File: config.mk
export PLATFORM = sky130hd
export DESIGN_NAME = dram_series_scanner
export DESIGN_NICKNAME = d
export VERILOG_FILES = /design/src/rtl/dram_scan_pkg.sv /design/src/rtl/dram_scan_seq_gen.sv /design/src/rtl/dram_series_scanner.sv
export SDC_FILE = /design/constraint.sdc
export NUM_CORES = 1
export LEC_CHECK = 0
export CAP_MARGIN = 20
export CORE_ASPECT_RATIO = 0.6
export CORE_MARGIN = 5
export CORE_UTILIZATION = 46
export DETAILED_ROUTE_END_ITERATION = 10
export GPL_ROUTABILITY_DRIVEN = 0
export PLACE_DENSITY_LB_ADDON = 0.12
export SYNTH_ARGS = -nofsm -noshare
export SYNTH_HDL_FRONTEND = slang
export SYNTH_SLANG_ARGS = --single-unit
File: constraint.sdc
create_clock -name clk -period 2.45 [get_ports clk]
set_input_delay 0.735 -clock clk [delete_from_list [all_inputs] [get_ports clk]]
set_output_delay 0.735 -clock clk [all_outputs]
set_load 0.03 [all_outputs]
File: src/rtl/dram_scan_pkg.sv
// rtl/dram_scan_pkg.sv - shared types, defaults and helpers for the data-memory series scanner
//
// Contents:
//   scan_state_t  : scanner FSM states
//   bswap32       : 32-bit byte reversal (memory image is big-endian w.r.t. the bus)
//   IDX_W         : word index width, enough for 4096 words
//   DEFAULT_*     : default series parameters and scan length
package dram_scan_pkg;

  localparam int          IDX_W              = 12;
  localparam int          DEFAULT_WORD_COUNT = 15;
  localparam logic [31:0] DEFAULT_INIT_VAL   = 32'h1234_5678;
  localparam logic [31:0] DEFAULT_STEP_VAL   = 32'hDCBA_1234;

  typedef enum logic [1:0] {
    ST_IDLE  = 2'd0,
    ST_WRITE = 2'd1,
    ST_READ  = 2'd2,
    ST_DONE  = 2'd3
  } scan_state_t;

  function automatic logic [31:0] bswap32(input logic [31:0] v);
    return {v[7:0], v[15:8], v[23:16], v[31:24]};
  endfunction

endpackage

File: src/rtl/dram_scan_seq_gen.sv
// rtl/dram_scan_seq_gen.sv - word index counter and series accumulator
//
// Ports:
//   clk, reset_n : clock, synchronous active-low reset
//   load         : restart at index 0 / INIT_VAL (wins over advance)
//   advance      : step to the next word, accumulator += STEP_VAL (mod 2^32)
//   idx          : current word index
//   exp_val      : series value for idx, before byte reversal
//   last         : idx is the final word (WORD_COUNT-1)
module dram_scan_seq_gen
  import dram_scan_pkg::*;
#(
  parameter int          WORD_COUNT = DEFAULT_WORD_COUNT,
  parameter logic [31:0] INIT_VAL   = DEFAULT_INIT_VAL,
  parameter logic [31:0] STEP_VAL   = DEFAULT_STEP_VAL
) (
  input  logic             clk,
  input  logic             reset_n,
  input  logic             load,
  input  logic             advance,
  output logic [IDX_W-1:0] idx,
  output logic [31:0]      exp_val,
  output logic             last
);

  localparam logic [IDX_W-1:0] LAST_IDX = IDX_W'(WORD_COUNT - 1);

  always_ff @(posedge clk) begin
    if (!reset_n) begin
      idx     <= '0;
      exp_val <= INIT_VAL;
    end else if (load) begin
      idx     <= '0;
      exp_val <= INIT_VAL;
    end else if (advance) begin
      idx     <= idx + 1'b1;
      exp_val <= exp_val + STEP_VAL;
    end
  end

  assign last = (idx == LAST_IDX);

endmodule

File: src/rtl/dram_series_scanner.sv
// rtl/dram_series_scanner.sv - data-memory bus initiator that checks a byte-reversed arithmetic series
//
// Optional feature macro: DRAM_SCAN_WRITE_EN (write the image before reading it back).
//
// Ports:
//   clk, reset_n                 : clock, synchronous active-low reset
//   start                        : scan request, honoured only in IDLE
//   data_address/_read/_write    : word-aligned byte address and strobes to memory
//   data_writedata               : bswap(series) during writes, otherwise 0
//   data_readdata                : combinational read data, sampled at the end of each read cycle
//   busy                         : scan in progress
//   done, pass                   : last scan finished / no mismatches (held until next start)
//   err_count                    : mismatches, saturating at 255
//   first_err_addr               : byte address of the first mismatch, 0 if none
module dram_series_scanner
  import dram_scan_pkg::*;
#(
  parameter logic [31:0] BASE_ADDR  = 32'h0000_0000,
  parameter int          WORD_COUNT = DEFAULT_WORD_COUNT,
  parameter logic [31:0] INIT_VAL   = DEFAULT_INIT_VAL,
  parameter logic [31:0] STEP_VAL   = DEFAULT_STEP_VAL
) (
  input  logic        clk,
  input  logic        reset_n,
  input  logic        start,
  output logic [31:0] data_address,
  output logic        data_write,
  output logic        data_read,
  output logic [31:0] data_writedata,
  input  logic [31:0] data_readdata,
  output logic        busy,
  output logic        done,
  output logic        pass,
  output logic [7:0]  err_count,
  output logic [31:0] first_err_addr
);

  scan_state_t      state, state_nxt;
  logic             seq_load, seq_adv, seq_last;
  logic [IDX_W-1:0] idx;
  logic [31:0]      exp_val;
  logic [31:0]      word_addr;
  logic             mismatch;

  dram_scan_seq_gen #(
    .WORD_COUNT (WORD_COUNT),
    .INIT_VAL   (INIT_VAL),
    .STEP_VAL   (STEP_VAL)
  ) u_seq (
    .clk     (clk),
    .reset_n (reset_n),
    .load    (seq_load),
    .advance (seq_adv),
    .idx     (idx),
    .exp_val (exp_val),
    .last    (seq_last)
  );

  always_ff @(posedge clk) begin
    if (!reset_n) state <= ST_IDLE;
    else          state <= state_nxt;
  end

  // Reloading on the last write lets the read pass restart the series
  // without an extra IDLE cycle between the two passes.
  always_comb begin
    state_nxt = state;
    seq_load  = 1'b0;
    seq_adv   = 1'b0;
    case (state)
      ST_IDLE: begin
        if (start) begin
          seq_load  = 1'b1;
`ifdef DRAM_SCAN_WRITE_EN
          state_nxt = ST_WRITE;
`else
          state_nxt = ST_READ;
`endif
        end
      end
`ifdef DRAM_SCAN_WRITE_EN
      ST_WRITE: begin
        seq_adv = 1'b1;
        if (seq_last) begin
          seq_load  = 1'b1;
          state_nxt = ST_READ;
        end
      end
`endif
      ST_READ: begin
        seq_adv = 1'b1;
        if (seq_last) state_nxt = ST_DONE;
      end
      ST_DONE:  state_nxt = ST_IDLE;
      default:  state_nxt = ST_IDLE;
    endcase
  end

  assign word_addr = BASE_ADDR + {{(30 - IDX_W){1'b0}}, idx, 2'b00};
  assign busy      = (state != ST_IDLE);
  assign data_read = (state == ST_READ);

`ifdef DRAM_SCAN_WRITE_EN
  assign data_write     = (state == ST_WRITE);
  assign data_writedata = (state == ST_WRITE) ? bswap32(exp_val) : 32'h0;
  assign data_address   = (state == ST_WRITE || state == ST_READ) ? word_addr : 32'h0;
`else
  assign data_write     = 1'b0;
  assign data_writedata = 32'h0;
  assign data_address   = (state == ST_READ) ? word_addr : 32'h0;
`endif

  assign mismatch = (data_readdata != bswap32(exp_val));

  // err_count saturates and never returns to 0 mid-scan, so a zero count
  // marks "no mismatch seen yet" even when the first failing address is 0.
  always_ff @(posedge clk) begin
    if (!reset_n) begin
      done           <= 1'b0;
      pass           <= 1'b0;
      err_count      <= 8'd0;
      first_err_addr <= 32'h0;
    end else begin
      case (state)
        ST_IDLE: begin
          if (start) begin
            done           <= 1'b0;
            err_count      <= 8'd0;
            first_err_addr <= 32'h0;
          end
        end
        ST_READ: begin
          if (mismatch) begin
            if (err_count != 8'hFF) err_count <= err_count + 8'd1;
            if (err_count == 8'd0)  first_err_addr <= word_addr;
          end
        end
        ST_DONE: begin
          done <= 1'b1;
          pass <= (err_count == 8'd0);
        end
        default: ;
      endcase
    end
  end

endmodule

# Word level (Yosys, flattened, before mapping)
# Index checks and enable logic that the tools add are counted.
# word_totals
regBits	88
latch_bits	0
ramBits	0
mem_bits_ro	0
output_inout_bits	109
elab_cells	48
mem_count	0
# classes
n_addsub	3
n_mul	0
n_div	0
magnitude_cmp	0
eq_ne	10
shift	0
n_mux	17
bitwise	1
reduce_logical	10
# ops
cell	count
$mux W32	3
$pmux W32 S2	1
$add A32 B32 Y32 const B	1
$ne A32 B32 Y1	1
$mux W8	3
$pmux W8 S2	1
$mux W14	1
$add A12 B1 Y12 const B	1
$eq A12 B4 Y1 const B	1
$add A8 B1 Y8 const B	1
$logic_not A8 Y1	1
$ne A2 B1 Y1 const B	4
$ne A8 B8 Y1 const B	1
$reduce_and A4 Y1	2
$reduce_bool A2 Y1	3
$eq A2 B2 Y1 const B	2
$mux W1	4
$mux W2	2
$pmux W2 S2	1
$reduce_and A2 Y1	2
$logic_not A2 Y1	1
$ne A2 B2 Y1 const B	1
$pmux W1 S2	1
$reduce_or A2 Y1	1
$not A1 Y1	1

# Logic depth before layout (Yosys ltp)
# Gate-level depths: netlist (run 1).
# depth
ltp_word	4
ltp_mapped	8
mapped_depth_nobuf	7

# By module
# Synthesis (run 1) repeated with hierarchy kept, for this count alone.
# hier_totals
hier_cells	601
hier_area_um2	4720.8
# by_module_without_submodules
module	n_inst	cells_each	area_per_inst_um2
dram_series_scanner	1	327	2484.9
dram_scan_seq_gen	1	274	2235.9

# Worst setup path after synthesis (run 1)
# OpenSTA, ideal clock, no wires.
# synth_path
kind	reg2out
start	register state[0]
end	output port data_address[12]
t_arrival_ps	1378
required_ps	1715
setup_slack_ps	337
path_stages_with_launch	5
path_buffers	2
path_cell_list	dfxtp_1 -> nand2b_1 -> clkbuf_1 -> buf_1 -> nor2_1
# synth_via
elab_chain_len	2
# synth_rtl
item	line_no	text
from (decl)	dram_series_scanner.sv:38	scan_state_t state, state_nxt;
from (signal assigned)	dram_series_scanner.sv:61	else state <= state_nxt;
$eq A2 B2 Y1	dram_series_scanner.sv:110	assign data_address = (state == ST_READ) ? word_addr : 32'h0;
$mux W14	dram_series_scanner.sv:110	
to (decl)	dram_series_scanner.sv:26	output logic [31:0] data_address,
# No other way between the ends.

# Worst setup path after layout (run 1)
# layout_path
start	input port data_readdata[22]
end	register err_count[4]
# layout_via
elab_chain_len	3
# layout_rtl
item	line_no	text
from (decl)	dram_series_scanner.sv:30	input logic [31:0] data_readdata,
$ne A32 B32 Y1	dram_series_scanner.sv:113	assign mismatch = (data_readdata != bswap32(exp_val));
$ne A2 B1 Y1 (no source line)	n/a	
$reduce_and A4 Y1 (no source line)	n/a	
to (signal assigned)	dram_series_scanner.sv:134	if (err_count != 8'hFF) err_count <= err_count + 8'd1;
to (decl)	dram_series_scanner.sv:34	output logic [7:0] err_count,
# No other way between the ends.
# A chain may end at the register's enable or synchronous reset.

==> flow_summary.json, run 1 <==
{
  "cp-startpoint": "data_readdata[22]",
  "worstPathCellList": "clkdlybuf4s50_1 > xor2_1 > nor4_1 > and4_4 > a311o_2 > buf_4 > o211ai_1 > o21ai_0",
  "grt-ovfl-total": 0,
  "drive_gt1_share_pct": 8.92,
  "grt_max_degree": 23,
  "synth-async-reset-ratio_pct": 0,
  "clock-sinks": 66,
  "antenna_left": 0,
  "rr_startpoint": "u_seq.exp_val[2]",
  "total_power_mw": 3.07,
  "grt_pass1_wl_mm": 16.8,
  "drc": 0,
  "r2r-end": "u_seq.exp_val[28]",
  "synthFlopType": "dfxtp_1",
  "arrival_ps": 2550,
  "setup_tns_ps": 0,
  "rows": 26,
  "htree_levels": 3,
  "cp_max_fo": 5,
  "start_util_pct": 48.0,
  "synthTopCellsByArea": "dfxtp_1 (32%), buf_4 (13%), xnor2_1 (8.6%)",
  "critical_path.top_delay_family": "compound AO/OA/AOI/OAI gates",
  "layout_common_cells": "conb_1 (73), dfxtp_1 (66), nand2_1 (57)",
  "cpMaxStageDelayCell": "clkdlybuf4s50_1",
  "die_area_um2": 11100,
  "hold_buffers": 0,
  "drt_iter0_markers": 298,
  "syn2layout_area_growth_pct": 20.9,
  "worst-setup-path-type": "input pin to register",
  "grt_setup_unrepaired": "no",
  "antenna_found_initial": 0,
  "rrSetupSlack_ps": 320,
  "coreArea_um2": 8690,
  "synth_top_area_share_pct": 31.7,
  "wl_per_cell_um": 14.8,
  "yosysSeqAreaShare_pct": 31.7,
  "setup_viol": 0,
  "drt-pass1-iter-count": 5,
  "tritoncts": "built",
  "cts-root-buf": "clkbuf_16",
  "grt_pass1_vias": 3263,
  "outcome": "complete, no violations",
  "ys_types": 55,
  "fin_nets": 618,
  "cts_buffer_depth": 2,
  "ys_ff_latch": 66,
  "grt_use_met2_pct": 26.7,
  "port-buffer-count": 70,
  "num_antenna_cells": 0,
  "dr_total_vias": 3434,
  "top_usage_layer": "met2",
  "ys_warn_count": 0,
  "maxSlewViolCount": 0,
  "synth_area_leader_cell": "dfxtp_1",
  "worst-path-buf-inv": 2,
  "start_kind": "input pin",
  "die_h_um": 83.7,
  "hpwl_mm": 7.92,
  "worst-path-stages": 8,
  "vdd_drop_max_mv": 0.373,
  "r2r_cells": 7,
  "fin_crit_ps": 2350,
  "grt_use_total_pct": 18.6,
  "clkTransAtPathRegs_ps": 50,
  "clock_latency_ps": 330,
  "cts_setup_buffers": 0,
  "use_met1_pct": 26.7,
  "synth_area_per_cell_um2": 8.21,
  "dp_slack_ps": -262,
  "period_share_pct": 95.8,
  "cpPeakStageDelay_ps": 470,
  "p_leak_nw": 2.04,
  "synthCells": 508,
  "wl_mm": 10.3,
  "maxCapViolCount": 0,
  "hold_class": "register to register",
  "synth_edf_count": 0,
  "endpoint_kind": "register",
  "clock_skew_ps": 8.03,
  "vias_per_cell": 4.94,
  "finalHoldViolations": 0,
  "die_w_um": 133,
  "fmax_ghz": 0.426,
  "use_met3_pct": 5.72,
  "ios": 144,
  "crit_required_ps": 2660,
  "layout_commonest_cell": "conb_1",
  "synthesis.area_um2": 4170,
  "cts-buffers-inserted": 9,
  "powerDensity_nw_per_um2": 610,
  "fin_ws_ps": 103,
  "critPathCapture": "err_count[4]"
}
-- metrics by stage --
stage	cell area, µm²	util (%)	std cells	hold slack [ps]
3_3_place_gp	4720	54.4	679	448
4_1_cts	5030	57.9	695	463
3_5_place_dp	4720	54.4	679	452
6_report	5040	58.0	695	459
5_1_grt	5040	58.0	695	484
2_1_floorplan	4440	-	580	471
-- cell families (layout without fill, tap and decap cells) --
family | Yosys count | count (layout) | share of synthesized area [%]
xor gates and xnor gates | 63 | 63 | 13.2
and+or+nand+nor | 192 | 192 | 23.3
other | 1 | 73 | 0.0899
buffers and inverters | 106 | 109 | 16.9
DFF | 66 | 66 | 31.7
AOI/OAI and AO/OA | 63 | 63 | 10.4
adders and majority gates | 5 | 5 | 1.50
muxes | 12 | 12 | 2.88
-- Yosys cell counts, types with 12 or more instances --
cell type	count
and2_1	14
xor2_1	22
xnor2_1	41
nor2_1	48
mux2i_1	12
dfxtp_1	66
nand2_1	57
nand3_1	17
clkbuf_1	12
a21oi_1	17
o21ai_0	14
buf_4	73
-- state kept, by name, indices dropped and copies added, names as in the netlist --
register,count
state,2
pass,1
u_seq.idx,12
first_err_addr,12
err_count,8
u_seq.exp_val,30
done,1
-- report_power, final --
group | switching [mW] | internal [mW]
combinational | 0.337 | 0.192
clock | 0.465 | 0.914
sequential | 0.0563 | 1.11
-- layer usage --
metal	vias up	share of wire (%)	wire, µm
met5	-	0	0
met4	0	0.96	99
met3	10	6.4	662
met2	115	43	4440
met1	1604	49	5060
li1	1705	-	-
-- cell type report --
type | instances | area, µm²
fill | 814 | 3650
multi-input combinational | 408 | 2420
sequential | 66 | 1320
timing repair buffer | 85 | 812
clock buffer | 11 | 243
tap | 112 | 140
clock inverter | 5 | 77.6
inverter | 8 | 30.0
-- worst register-to-register path, cell delays in order (launching register included) --
cell and delay, ps:
dfxtp_1 380, ha_1 240, or3_4 360, a211oi_2 400, o21ai_0 170, a31o_2 280, xor2_1 130, nand2_1 70
-- repair_timing --
item                       CTS  global route
setup endpoints to repair    9            17
gates resized for setup      9             4
pin swaps                    0             3
-- worst min path at each step --
stage / startpoint / endpoint / cells past startpoint
floorplan: u_seq.idx[10] / u_seq.idx[10] / 2
global placement: first_err_addr[10] / first_err_addr[10] / 2
detailed placement: first_err_addr[7] / first_err_addr[7] / 2
CTS: first_err_addr[9] / first_err_addr[9] / 2
global route: first_err_addr[9] / first_err_addr[9] / 2
finish: first_err_addr[4] / first_err_addr[4] / 2
No activity file was read; power rests on OpenSTA's default activity.
==> inputs of run 2 (changes only) <==
ABC_CLOCK_PERIOD_IN_PS = 2450   (was unset)
CORE_MARGIN = unset   (was 5)
TNS_END_PERCENT = 50   (was unset)
==> run 2 against run 1 <==
Effect of this change:
- the run now ends with design-rule violations left
- clock skew down 2.4 ps
- clock power down 17%
- wire length down 7.7%
- setup slack worse by 14 ps
- via count down 2.6%
- sequential power about the same
- cell count unchanged
- count of clock-buffer cells in the layout up 3
- combinational power about the same
- die area down 15%
- sequential share of layout area up 0.28 points
==> flow_summary.json, run 2 (synthesis gave the netlist of run 1 again) <==
{
  "rr_startpoint": "u_seq.exp_val[2]",
  "period_share_pct": 96.3,
  "hold_class": "register to register",
  "r2r_cells": 7,
  "hpwl_mm": 7.23,
  "final_core_util_pct": 57.6,
  "ios": 144,
  "antenna_left": 0,
  "layout_commonest_cell": "conb_1",
  "grt_max_degree": 34,
  "die_h_um": 75.7,
  "die_w_um": 125,
  "coreArea_um2": 8650,
  "worstPathCellList": "buf_4 > nor2_1 > inv_1 > clkdlybuf4s50_1",
  "fin_ws_ps": 89.7,
  "setup_tns_ps": 0,
  "netSwitchingFraction_pct": 29.2,
  "htree_levels": 3,
  "hold_buffers": 0,
  "clockPowerShare_pct": 40.4,
  "rows": 26,
  "vdd_drop_max_mv": 0.326,
  "worst-path-stages": 4,
  "wl_per_cell_um": 13.6,
  "drive_gt1_share_pct": 8.23,
  "grt-ovfl-total": 0,
  "fmax_ghz": 0.424,
  "maxSlewViolCount": 0,
  "r2r-end": "u_seq.exp_val[24]",
  "fin_crit_ps": 2360,
  "worst-path-buf-inv": 3,
  "cp-startpoint": "state[1]",
  "p_leak_nw": 2.01,
  "fin_nets": 618,
  "failed_checks": "design-rule violations",
  "rrSetupSlack_ps": 320,
  "largest_register_ffs": 30,
  "vias_per_cell": 4.81,
  "clock_skew_ps": 5.59,
  "clock_latency_ps": 330,
  "p_seq_share_pct": 41.0,
  "grt_setup_unrepaired": "yes",
  "top_regs": "u_seq.exp_val: 30 flops, first_err_addr: 12 flops, u_seq.idx: 12 flops",
  "endpoint_kind": "primary output",
  "critPathCapture": "busy",
  "drt_iter0_markers": 211,
  "arrival_ps": 1630,
  "cts-buffers-inserted": 9,
  "syn2layout_area_growth_pct": 19.6,
  "maxCapViolCount": 0,
  "regMostFlops": "u_seq.exp_val",
  "layout_common_cells": "conb_1 (73), dfxtp_1 (66), nand2_1 (57), clkdlybuf4s50_1 (57), nor2_1 (48)",
  "num_antenna_cells": 0,
  "die_area_um2": 9460,
  "grt_pass1_wl_mm": 14.9,
  "grt_pass1_vias": 2903,
  "dp_slack_ps": -232,
  "p_int_mw": 2.01,
  "critical_path.top_delay_family": "buffers and inverters",
  "antenna_found_initial": 0,
  "power.net_switching_mw": 0.831,
  "dr_total_vias": 3343,
  "whs_ps": 458,
  "combPwrFrac_pct": 18.6,
  "setup_viol": 0,
  "clkTransAtPathRegs_ps": 50,
  "crit_required_ps": 1710,
  "cpPeakStageDelay_ps": 590,
  "clock-sinks": 66,
  "port-buffer-count": 70,
  "drt-pass1-iter-count": 7,
  "start_util_pct": 48.2,
  "cp_max_fo": 5,
  "tritoncts": "built",
  "outcome": "finished with violations",
  "cpMaxStageDelayCell": "clkdlybuf4s50_1",
  "worst-setup-path-type": "register to primary output",
  "drc": 13,
  "grt_use_total_pct": 20.5,
  "powerDensity_nw_per_um2": 570,
  "cts_setup_buffers": 0,
  "cts-root-buf": "clkbuf_16",
  "wl_mm": 9.48,
  "cts_buffer_depth": 2,
  "start_kind": "register",
  "finalHoldViolations": 0
}
==> run 2: changes by cell type in the layout (fill, tap and decap cells not counted) <==
cell             change
a311o_2              -1
clkdlybuf4s50_1      +1
bufinv_16            -2
buf_6                -1
clkbuf_1             +3
dlymetal6s2s_1       -1
clkinv_2             -1
nor4_2               -1
a311o_1              +1
buf_4                +1
nor4_4               +1
==> run 2: per-stage QoR <==
| step | cell area, µm² | power [mW] | instances |
|---|---|---|---|
| global route | 4990 | 2.98 | 695 |
| global placement | 4720 | 1.70 | 679 |
| finish | 4990 | 2.84 | 695 |
| CTS | 4980 | 2.87 | 695 |
| detailed placement | 4720 | 1.71 | 679 |
| floorplan | 4440 | 1.66 | 580 |
==> run 2: worst min path at each step <==
stage | startpoint | endpoint | slack (ps) | cells after the start
after CTS | first_err_addr[9] | first_err_addr[9] | 460 | 2
after global routing | first_err_addr[10] | first_err_addr[10] | 480 | 2
after detailed placement | first_err_addr[9] | first_err_addr[9] | 460 | 2
after global placement | first_err_addr[12] | first_err_addr[12] | 450 | 2
final | first_err_addr[9] | first_err_addr[9] | 460 | 2
after floorplan | u_seq.idx[10] | u_seq.idx[10] | 470 | 2
==> run 2: per-layer routing <==
layer | vias to the layer above | wire length [µm] | GRT usage (%)
li1 | 1699 | - | -
met1 | 1551 | 4910 | 29.6
met2 | 91 | 4040 | 29.8
met3 | 2 | 499 | 5.83
met4 | 0 | 29 | 5.28
met5 | - | 0 | 0
==> run 2: cell type report <==
type,instances,area (µm²)
sequential,66,1320
tap,112,140
inverter,8,30.0
fill,795,3670
timing repair buffer,85,806
multi-input combinational,408,2420
clock buffer,14,254
clock inverter,2,12.5
==> run 2: power by group through the flow <==
| stage | combinational (mW) | clock, mW | sequential (mW) |
|---|---|---|---|
| floorplan | 0.490 | 0 | 1.17 |
| global placement | 0.516 | 0 | 1.19 |
| detailed placement | 0.520 | 0 | 1.19 |
| CTS | 0.524 | 1.18 | 1.17 |
| global route | 0.571 | 1.24 | 1.17 |
| finish | 0.528 | 1.15 | 1.17 |
==> run 2: repair_timing <==
item,CTS,global route
setup endpoints to repair,9,8
gates cloned,0,0
resized for setup,9,2
pin swaps,0,4
==> run 2: tightest hold or removal path, delay by kind of cell (launching register included) <==
family | cells | cell delay, ps
simple gates | 1 | 50
flops | 1 | 300
mux | 1 | 50
